### config.mk
export PLATFORM = sky130hd
export DESIGN_NAME = clock_set_ctrl
export DESIGN_NICKNAME = d
export VERILOG_FILES = /design/src/rtl/clock_pkg.sv /design/src/rtl/tick_prescaler.sv /design/src/rtl/clock_set_ctrl.sv
export SDC_FILE = /design/constraint.sdc
export NUM_CORES = 1
export LEC_CHECK = 0
export CORE_MARGIN = 1.5
export CORE_UTILIZATION = 25
export CTS_BUF_LIST = sky130_fd_sc_hd__clkbuf_2
export CTS_CLUSTER_SIZE = 12
export DETAILED_ROUTE_END_ITERATION = 10
export GPL_TIMING_DRIVEN = 1
export PLACE_DENSITY_LB_ADDON = 0.2
export SLEW_MARGIN = 20
export SYNTH_ARGS = -nofsm -noshare
export SYNTH_HDL_FRONTEND = slang
export SYNTH_SLANG_ARGS = --single-unit
### constraint.sdc
create_clock -name clk -period 1.4 [get_ports clk]
set_input_delay 0.28 -clock clk [delete_from_list [all_inputs] [get_ports clk]]
set_output_delay 0.28 -clock clk [all_outputs]
set_load 0.05 [all_outputs]
### src/rtl/clock_pkg.sv
// Shared encodings, field widths and limits for the HH:MM:SS run/set controller.
package clock_pkg;

    localparam int HR_W  = 5;
    localparam int MIN_W = 6;
    localparam int SEC_W = 6;

    localparam logic [HR_W-1:0]  HR_MAX  = 5'd23;
    localparam logic [MIN_W-1:0] MIN_MAX = 6'd59;
    localparam logic [SEC_W-1:0] SEC_MAX = 6'd59;

    localparam logic [2:0] ST_RUN     = 3'd0;
    localparam logic [2:0] ST_SET_HR  = 3'd1;
    localparam logic [2:0] ST_SET_MIN = 3'd2;
    localparam logic [2:0] ST_SET_SEC = 3'd3;
    localparam logic [2:0] ST_LOAD    = 3'd4;

    typedef enum logic [2:0] {
        S_RUN     = ST_RUN,
        S_SET_HR  = ST_SET_HR,
        S_SET_MIN = ST_SET_MIN,
        S_SET_SEC = ST_SET_SEC,
        S_LOAD    = ST_LOAD
    } state_e;

    // Out-of-range captures (e.g. a corrupted counter) fall back to 0 like the wrap.
    function automatic logic [HR_W-1:0] hr_inc(input logic [HR_W-1:0] v);
        return (v >= HR_MAX) ? '0 : v + HR_W'(1);
    endfunction

    function automatic logic [MIN_W-1:0] min_inc(input logic [MIN_W-1:0] v);
        return (v >= MIN_MAX) ? '0 : v + MIN_W'(1);
    endfunction

endpackage

### src/rtl/tick_prescaler.sv
// Free-running 0..TICK_DIV-1 counter; wrap flags the cycle before the count reaches
// TICK_DIV-1 so registered consumers line up with the terminal count.
module tick_prescaler #(
    parameter int TICK_DIV = 4
) (
    input  logic clk,
    input  logic reset,
    input  logic clr,
    output logic wrap
);
    localparam int CW = $clog2(TICK_DIV);
    localparam logic [CW-1:0] LAST = CW'(TICK_DIV - 1);
    localparam logic [CW-1:0] PRE  = CW'(TICK_DIV - 2);

    logic [CW-1:0] cnt_q;

    always_ff @(posedge clk) begin
        if (reset || clr) begin
            cnt_q <= '0;
        end else if (cnt_q == LAST) begin
            cnt_q <= '0;
        end else begin
            cnt_q <= cnt_q + CW'(1);
        end
    end

    assign wrap = !clr && (cnt_q == PRE);

endmodule

### src/rtl/clock_set_ctrl.sv
// Run/set controller: prescaled tick in RUN, capture/edit/load of HH:MM:SS otherwise.
// Buttons are single-cycle pulses; tick_en and load_en are single-cycle strobes, never together.
module clock_set_ctrl
    import clock_pkg::*;
#(
    parameter int TICK_DIV = 4
) (
    input  logic             clk,
    input  logic             reset,
    input  logic             btn_mode,
    input  logic             btn_inc,
    input  logic [SEC_W-1:0] cur_sec,
    input  logic [MIN_W-1:0] cur_min,
    input  logic [HR_W-1:0]  cur_hr,
    output logic             tick_en,
    output logic             load_en,
    output logic [SEC_W-1:0] set_sec,
    output logic [MIN_W-1:0] set_min,
    output logic [HR_W-1:0]  set_hr,
    output logic [2:0]       mode,
    output logic             blink
);
    state_e           state_q, state_d;
    logic             clr, wrap, editing;
    logic [HR_W-1:0]  hr_q;
    logic [MIN_W-1:0] min_q;
    logic [SEC_W-1:0] sec_q;
    logic             tick_q, load_q, blink_q;
    logic [2:0]       mode_q;

    tick_prescaler #(.TICK_DIV(TICK_DIV)) u_presc (
        .clk   (clk),
        .reset (reset),
        .clr   (clr),
        .wrap  (wrap)
    );

    always_comb begin
        state_d = state_q;
        case (state_q)
            S_RUN:     if (btn_mode) state_d = S_SET_HR;
            S_SET_HR:  if (btn_mode) state_d = S_SET_MIN;
            S_SET_MIN: if (btn_mode) state_d = S_SET_SEC;
            S_SET_SEC: if (btn_mode) state_d = S_LOAD;
            S_LOAD:    state_d = S_RUN;
            default:   state_d = S_RUN;
        endcase
    end

    // Any mode change restarts the prescaler so each mode starts on a fresh period.
    assign clr     = (state_d != state_q);
    assign editing = (state_q == S_SET_HR) || (state_q == S_SET_MIN) || (state_q == S_SET_SEC);

    always_ff @(posedge clk) begin
        if (reset) begin
            state_q <= S_RUN;
            mode_q  <= ST_RUN;
            tick_q  <= 1'b0;
            load_q  <= 1'b0;
            blink_q <= 1'b0;
            hr_q    <= '0;
            min_q   <= '0;
            sec_q   <= '0;
        end else begin
            state_q <= state_d;
            mode_q  <= state_d;
            tick_q  <= (state_d == S_RUN) && wrap;
            load_q  <= (state_d == S_LOAD);

            if (clr) begin
                blink_q <= 1'b0;
            end else if (editing && wrap) begin
                blink_q <= ~blink_q;
            end

            // btn_mode takes priority; a coincident btn_inc is dropped.
            if (state_q == S_RUN && btn_mode) begin
                hr_q  <= cur_hr;
                min_q <= cur_min;
                sec_q <= cur_sec;
            end else if (!btn_mode && btn_inc) begin
                case (state_q)
                    S_SET_HR:  hr_q  <= hr_inc(hr_q);
                    S_SET_MIN: min_q <= min_inc(min_q);
                    S_SET_SEC: sec_q <= '0;
                    default:   ;
                endcase
            end
        end
    end

    assign tick_en = tick_q;
    assign load_en = load_q;
    assign blink   = blink_q;
    assign mode    = mode_q;
    assign set_hr  = hr_q;
    assign set_min = min_q;
    assign set_sec = sec_q;

endmodule

==> impl_metrics.tcl, run 1 <==
set metrics [dict create \
    grt_pass1_vias 1399 \
    end_kind "flop" \
    gp_congestion 0.782 \
    worst-setup-path-type "reg -> reg" \
    layout_commonest_cell "buf_4" \
    num_rows 26 \
    avgSynthCellArea_um2 9.13 \
    antenna_found_initial 0 \
    synth-async-reset-ratio_pct 0 \
    seq_area_um2 529 \
    post_drt_wl_per_cell_um 13.2 \
    path_delay_family "compound AO/OA/AOI/OAI gates" \
    first_pass_iters 4 \
    cts_root_buf "clkbuf_2" \
    ys_warn_count 0 \
    maxCapViolCount 0 \
    clk_latency_ps 340 \
    finalHoldViolations 0 \
    synth_cell_types 42 \
    critPathMaxStageDelay_ps 420 \
    core-area_um2 5070 \
    min_period_over_period_pct 104 \
    portBuffers 43 \
    fin_nets 246 \
    placed_cell_area_um2 2260 \
    grt.overflow.total 0 \
    drc 0 \
    ir_worst_vdd_v 0.000420 \
    setup_tns_ps -220 \
    multiInputGateArea_um2 826 \
    arrival_ps 1740 \
    dp_hpwl_um 2870 \
    synth_enable_flop_cells 0 \
    path_clk_slew_ps 240 \
    netlist_area_um2 1310 \
    final_cell_mix "buf_4 (31), buf_12 (24), clkdlybuf4s50_1 (19), dfxtp_1 (12), nand2_1 (10)" \
    r2r_slack_ps -60 \
    cts_sinks 25 \
    cts_buffer_depth 2 \
    crit_buf_inv 1 \
    yosysSeqAreaShare_pct 38.3 \
    ys_ff_latch 25 \
    rsz0062_at_grt "yes" \
    die_w_um 75.3 \
    synthesis.nets 168 \
    critPathMaxFanout 6 \
    min_path_type "in -> reg" \
    power_mw 2.08 \
    violations "setup timing" \
    fillers 473 \
    antenna_left 0 \
    grt_max_degree 17 \
    wl_um 3840 \
    areaGrowthSynthToFinish_pct 88.7 \
    grt_pass1_wl_um 6150 \
    synth_top_flop_cell "dfxtp_1" \
    die_height_um 75.3 \
    setup_viol 11 \
    cts_buffers 3 \
    ios 44 \
    crit_slowest_cell "dfxtp_4" \
    layout_setup_ws_ps -61.0 \
    syn-instance-count 143 \
    drv_slew 0 \
    fp.dieArea_um2 5670 \
    cp-start-kind "flop" \
    leakagePower_nw 0.981 \
    start_util_pct 25.7 \
    h-tree-depth 1 \
    grtUsageTotal_pct 14.0 \
    viasPerCell 4.89 \
    vias 1419 \
    ctsHoldBuffers 0 \
    dr.first_iter.drc_count 32 \
    diodes 0 \
    timing.fmax_mhz 684 \
    final_area_um2 2460 \
    worstMarginPinSlew_ps 276 \
    outcome "finished, violations left" \
    powerDensity_nw_per_um2 843 \
    fin_skew_ps 3.63 \
    fin_crit_ps 1460 \
    cts_tree "built" \
    crit_chain "nor4b_4 > buf_6 > a41oi_2 > a2111o_1 > o31ai_2" \
    cp_data_required_time_ps 1680 \
    maxSlewHeadroom_pct 81.6 \
    drive_gt1_share_pct 45.0 \
]
repair_timing:
action,4_1_cts,5_1_grt
setup endpoints to repair,21,25
resized for setup,17,15
setup buffers,8,2
pin swaps,13,6
metal layers:
layer | routed length, um | GRT usage (%) | vias up
li1 | - | - | 697
met1 | 1570 | 16.8 | 684
met2 | 2020 | 25.1 | 36
met3 | 221 | 2.68 | 2
met4 | 27 | 4.17 | 0
met5 | 0 | 0 | -
power breakdown:
group	switching [mW]	internal, mW	leakage (nW)
Combinational	0.450	0.502	0.754
Sequential	0.0700	0.770	0.211
Clock	0.219	0.0648	0.0164
Total	0.740	1.34	0.981
Yosys cell counts, types with 2 or more instances:
library cell,count,area [um^2]
a221oi_1,2,17.5
ha_1,4,50.1
a211o_1,3,26.3
buf_2,2,10.0
nand3_1,3,15.0
a311oi_1,2,17.5
nand2b_1,3,18.8
nand4b_1,3,26.3
o21ai_0,8,40.0
xor2_1,2,17.5
inv_1,5,18.8
nor3_1,7,35.0
a21oi_1,8,40.0
nor2_1,10,37.5
a31oi_1,2,12.5
a211oi_1,5,37.5
nand2_1,10,37.5
a221oi_2,2,30.0
or4b_1,2,20.0
buf_4,2,15.0
a22o_1,6,52.6
buf_6,2,22.5
nand3b_1,2,15.0
dfxtp_1,25,500
a21o_1,5,37.5
o22ai_1,2,12.5
stage by stage:
| step | instances | worst slack [ps] | util (%) | hold slack (ps) |
|---|---|---|---|---|
| 5_1_grt | 290 | -138 | 48.6 | 442 |
| 6_report | 290 | -61.0 | 48.6 | 478 |
| 2_1_floorplan | 143 | -149 | - | 406 |
| 4_1_cts | 288 | -68.1 | 47.0 | 460 |
| 3_3_place_gp | 276 | -536 | 44.5 | 435 |
| 3_5_place_dp | 276 | -595 | 44.5 | 453 |
state kept, by name, indices dropped and copies added (netlist names):
register       count
set_hr             5
set_sec            6
mode               3
set_min            6
blink              1
tick_en            1
u_presc.cnt_q      2
load_en            1
worst register-to-register path, cell delays in order, from the launching register on:
cell and delay, ps:
dfxtp_4 420, nor4b_4 310, buf_6 170, a41oi_2 40, a2111o_1 390, o31ai_2 60
logic make-up (layout without fill, tap and decap cells):
kind of cell | after synthesis | count (layout) | share of synthesized area (%)
compound gates | 50 | 50 | 28.9
xor+xnor | 3 | 3 | 2.01
fa+ha+maj | 4 | 4 | 3.83
buf+inv | 13 | 90 | 5.65
flops | 25 | 25 | 38.3
simple gates | 48 | 48 | 21.3
final timing paths:
path | from | endpoint | depth (start not counted)
worst min-delay path | cur_min[2] | set_min[2] | 3
worst max register to register | mode[1] | set_min[4] | 5
worst min register to register | u_presc.cnt_q[0] | u_presc.cnt_q[0] | 1
worst max-delay path | mode[1] | set_min[4] | 5
final cells by class:
type                       instances  share of cell area, %
timing repair buffer              81                   39.9
multi-input combinational        105                   33.5
sequential                        25                   21.5
tap                               70                   3.55
inverter                           5                  0.761
clock buffer                       3                  0.609
clock inverter                     1                  0.203
(Power assumes the default switching activity.)
==> run 2: changes to the inputs <==
--- a/config.mk
+++ b/config.mk
@@ -6,7 +6,7 @@
 export NUM_CORES = 1
 export LEC_CHECK = 0
 export CORE_MARGIN = 1.5
-export CORE_UTILIZATION = 25
+export CORE_UTILIZATION = 42
 export CTS_BUF_LIST = sky130_fd_sc_hd__clkbuf_2
 export CTS_CLUSTER_SIZE = 12
 export DETAILED_ROUTE_END_ITERATION = 10
==> impl_metrics.tcl, run 2 (synthesized netlist as in run 1, its figures left out) <==
set metrics [dict create \
    drive_gt1_share_pct 41.1 \
    wl_um 3940 \
    cts_buffer_depth 2 \
    post_drt_wl_per_cell_um 16.0 \
    crit_end "set_min[4]" \
    worstMarginPinSlew_ps 304 \
    grt_pass1_vias 1494 \
    place_ws_ps -575 \
    layout_setup_ws_ps -122 \
    place_inst 239 \
    finalHoldViolations 0 \
    ctsHoldBuffers 0 \
    ios 44 \
    fin_nets 240 \
    grt_max_degree 16 \
    cp-start-kind "flop" \
    clk_latency_ps 370 \
    core-area_um2 3000 \
    timing.fmax_mhz 657 \
    cp_data_required_time_ps 1710 \
    power_mw 2.05 \
    dr.first_iter.drc_count 69 \
    crit_path_start "mode[1]" \
    hold_slack_ps 445 \
    path_clk_slew_ps 250 \
    portBuffers 43 \
    critPathMaxStageDelay_ps 480 \
    arrival_ps 1830 \
    start_util_pct 43.5 \
    antenna_found_initial 0 \
    final_cell_mix "buf_4 (28), buf_12 (23), clkdlybuf4s50_1 (19), dfxtp_1 (13), nand2_1 (10)" \
    first_pass_iters 4 \
    cts_buffers 3 \
    min_path_type "in -> reg" \
    fin_skew_ps 3.88 \
    vias 1442 \
    grt.overflow.total 0 \
    worst-setup-path-type "reg -> reg" \
    ir_worst_vdd_v 0.000493 \
    stdcell_count 247 \
    num_rows 20 \
    setup_tns_ps -715 \
    critPathMaxFanout 8 \
    layout_commonest_cell "buf_4" \
    fin_crit_ps 1520 \
    powerDensity_nw_per_um2 885 \
    cts_root_buf "clkbuf_2" \
    gp_congestion 0.871 \
    grtUsageTotal_pct 24.1 \
    cts_tree "built" \
    die_w_um 58.8 \
    leakagePower_nw 0.938 \
    drv_slew 0 \
    setup_viol 11 \
    rsz0062_at_grt "yes" \
    antenna_left 0 \
    maxCapViolCount 0 \
    areaGrowthSynthToFinish_pct 77.5 \
    die_height_um 58.8 \
    r2r-start "mode[1]" \
    crit_chain "nand3b_1 > a211o_1 > a2111o_1 > o31ai_2" \
    r2r_slack_ps -120 \
    cts_sinks 25 \
    fp.dieArea_um2 3450 \
    r2r_end "set_min[4]" \
    violations "setup timing" \
    end_kind "flop" \
    crit_slowest_cell "dfxtp_4" \
    grt_pass1_wl_um 6510 \
    h-tree-depth 1 \
    diodes 0 \
    maxSlewHeadroom_pct 79.6 \
    r2r_cells 4 \
    viasPerCell 5.84 \
    drc 0 \
    outcome "finished, violations left" \
    min_period_over_period_pct 109 \
    dp_hpwl_um 2820 \
]
run 2: cell count changes in the layout (fill, tap and decap cells not counted), moves of 3 or more:
cell / delta
a21oi_4: -3
a21oi_2: +3
buf_6: -3
buf_4: -3
run 2: worst max-delay path, delay by kind of cell, from the launching register on:
family	cells	cell delay (ps)
compound gates	3	880
simple gates	1	110
flops	1	480
run 2: where the power goes:
| group | switching (mW) | internal, mW |
|---|---|---|
| Combinational | 0.444 | 0.461 |
| Clock | 0.237 | 0.0697 |
| Sequential | 0.0714 | 0.769 |
| Total | 0.753 | 1.30 |
run 2: worst min path at each step:
| stage | from | endpoint | slack, ps | cells after the start |
|---|---|---|---|---|
| detailed placement | u_presc.cnt_q[0] | u_presc.cnt_q[0] | 470 | 1 |
| global route | cur_min[5] | set_min[5] | 430 | 3 |
| global placement | u_presc.cnt_q[0] | u_presc.cnt_q[0] | 430 | 1 |
| floorplan | cur_sec[0] | set_sec[0] | 410 | 1 |
| finish | cur_min[5] | set_min[5] | 440 | 3 |
| CTS | cur_min[5] | set_min[5] | 440 | 3 |
run 2: area by class of cell:
type / instances / area (um^2)
Inverter: 5 / 18.8
Clock buffer: 3 / 15.0
Fill cell: 207 / 684
Tap cell: 33 / 41.3
Timing Repair Buffer: 74 / 907
Sequential cell: 25 / 528
Multi-Input combinational cell: 106 / 802
Clock inverter: 1 / 6.26
run 2: routing by layer:
layer	vias to the layer above	track usage, %	share of wire, %
met5	-	0	0
met4	0	10.4	1.5
met3	7	3.52	5.7
met2	68	44.8	52
met1	682	26.9	40
li1	685	-	-
run 2: per-stage QoR:
step	util (%)	area (um^2)
global placement	73.2	2200
finish	77.2	2320
CTS	76.3	2290
global route	77.2	2320
detailed placement	73.2	2200
floorplan	-	1350
run 2: timing repair:
action / in CTS / in global routing
buffers inserted: 3 / 0
gates resized for setup: 15 / 7
hold endpoints to repair: 0 / 0
gates cloned: 1 / 0
endpoints found under the setup margin: 21 / 18
pin swaps: 5 / 2
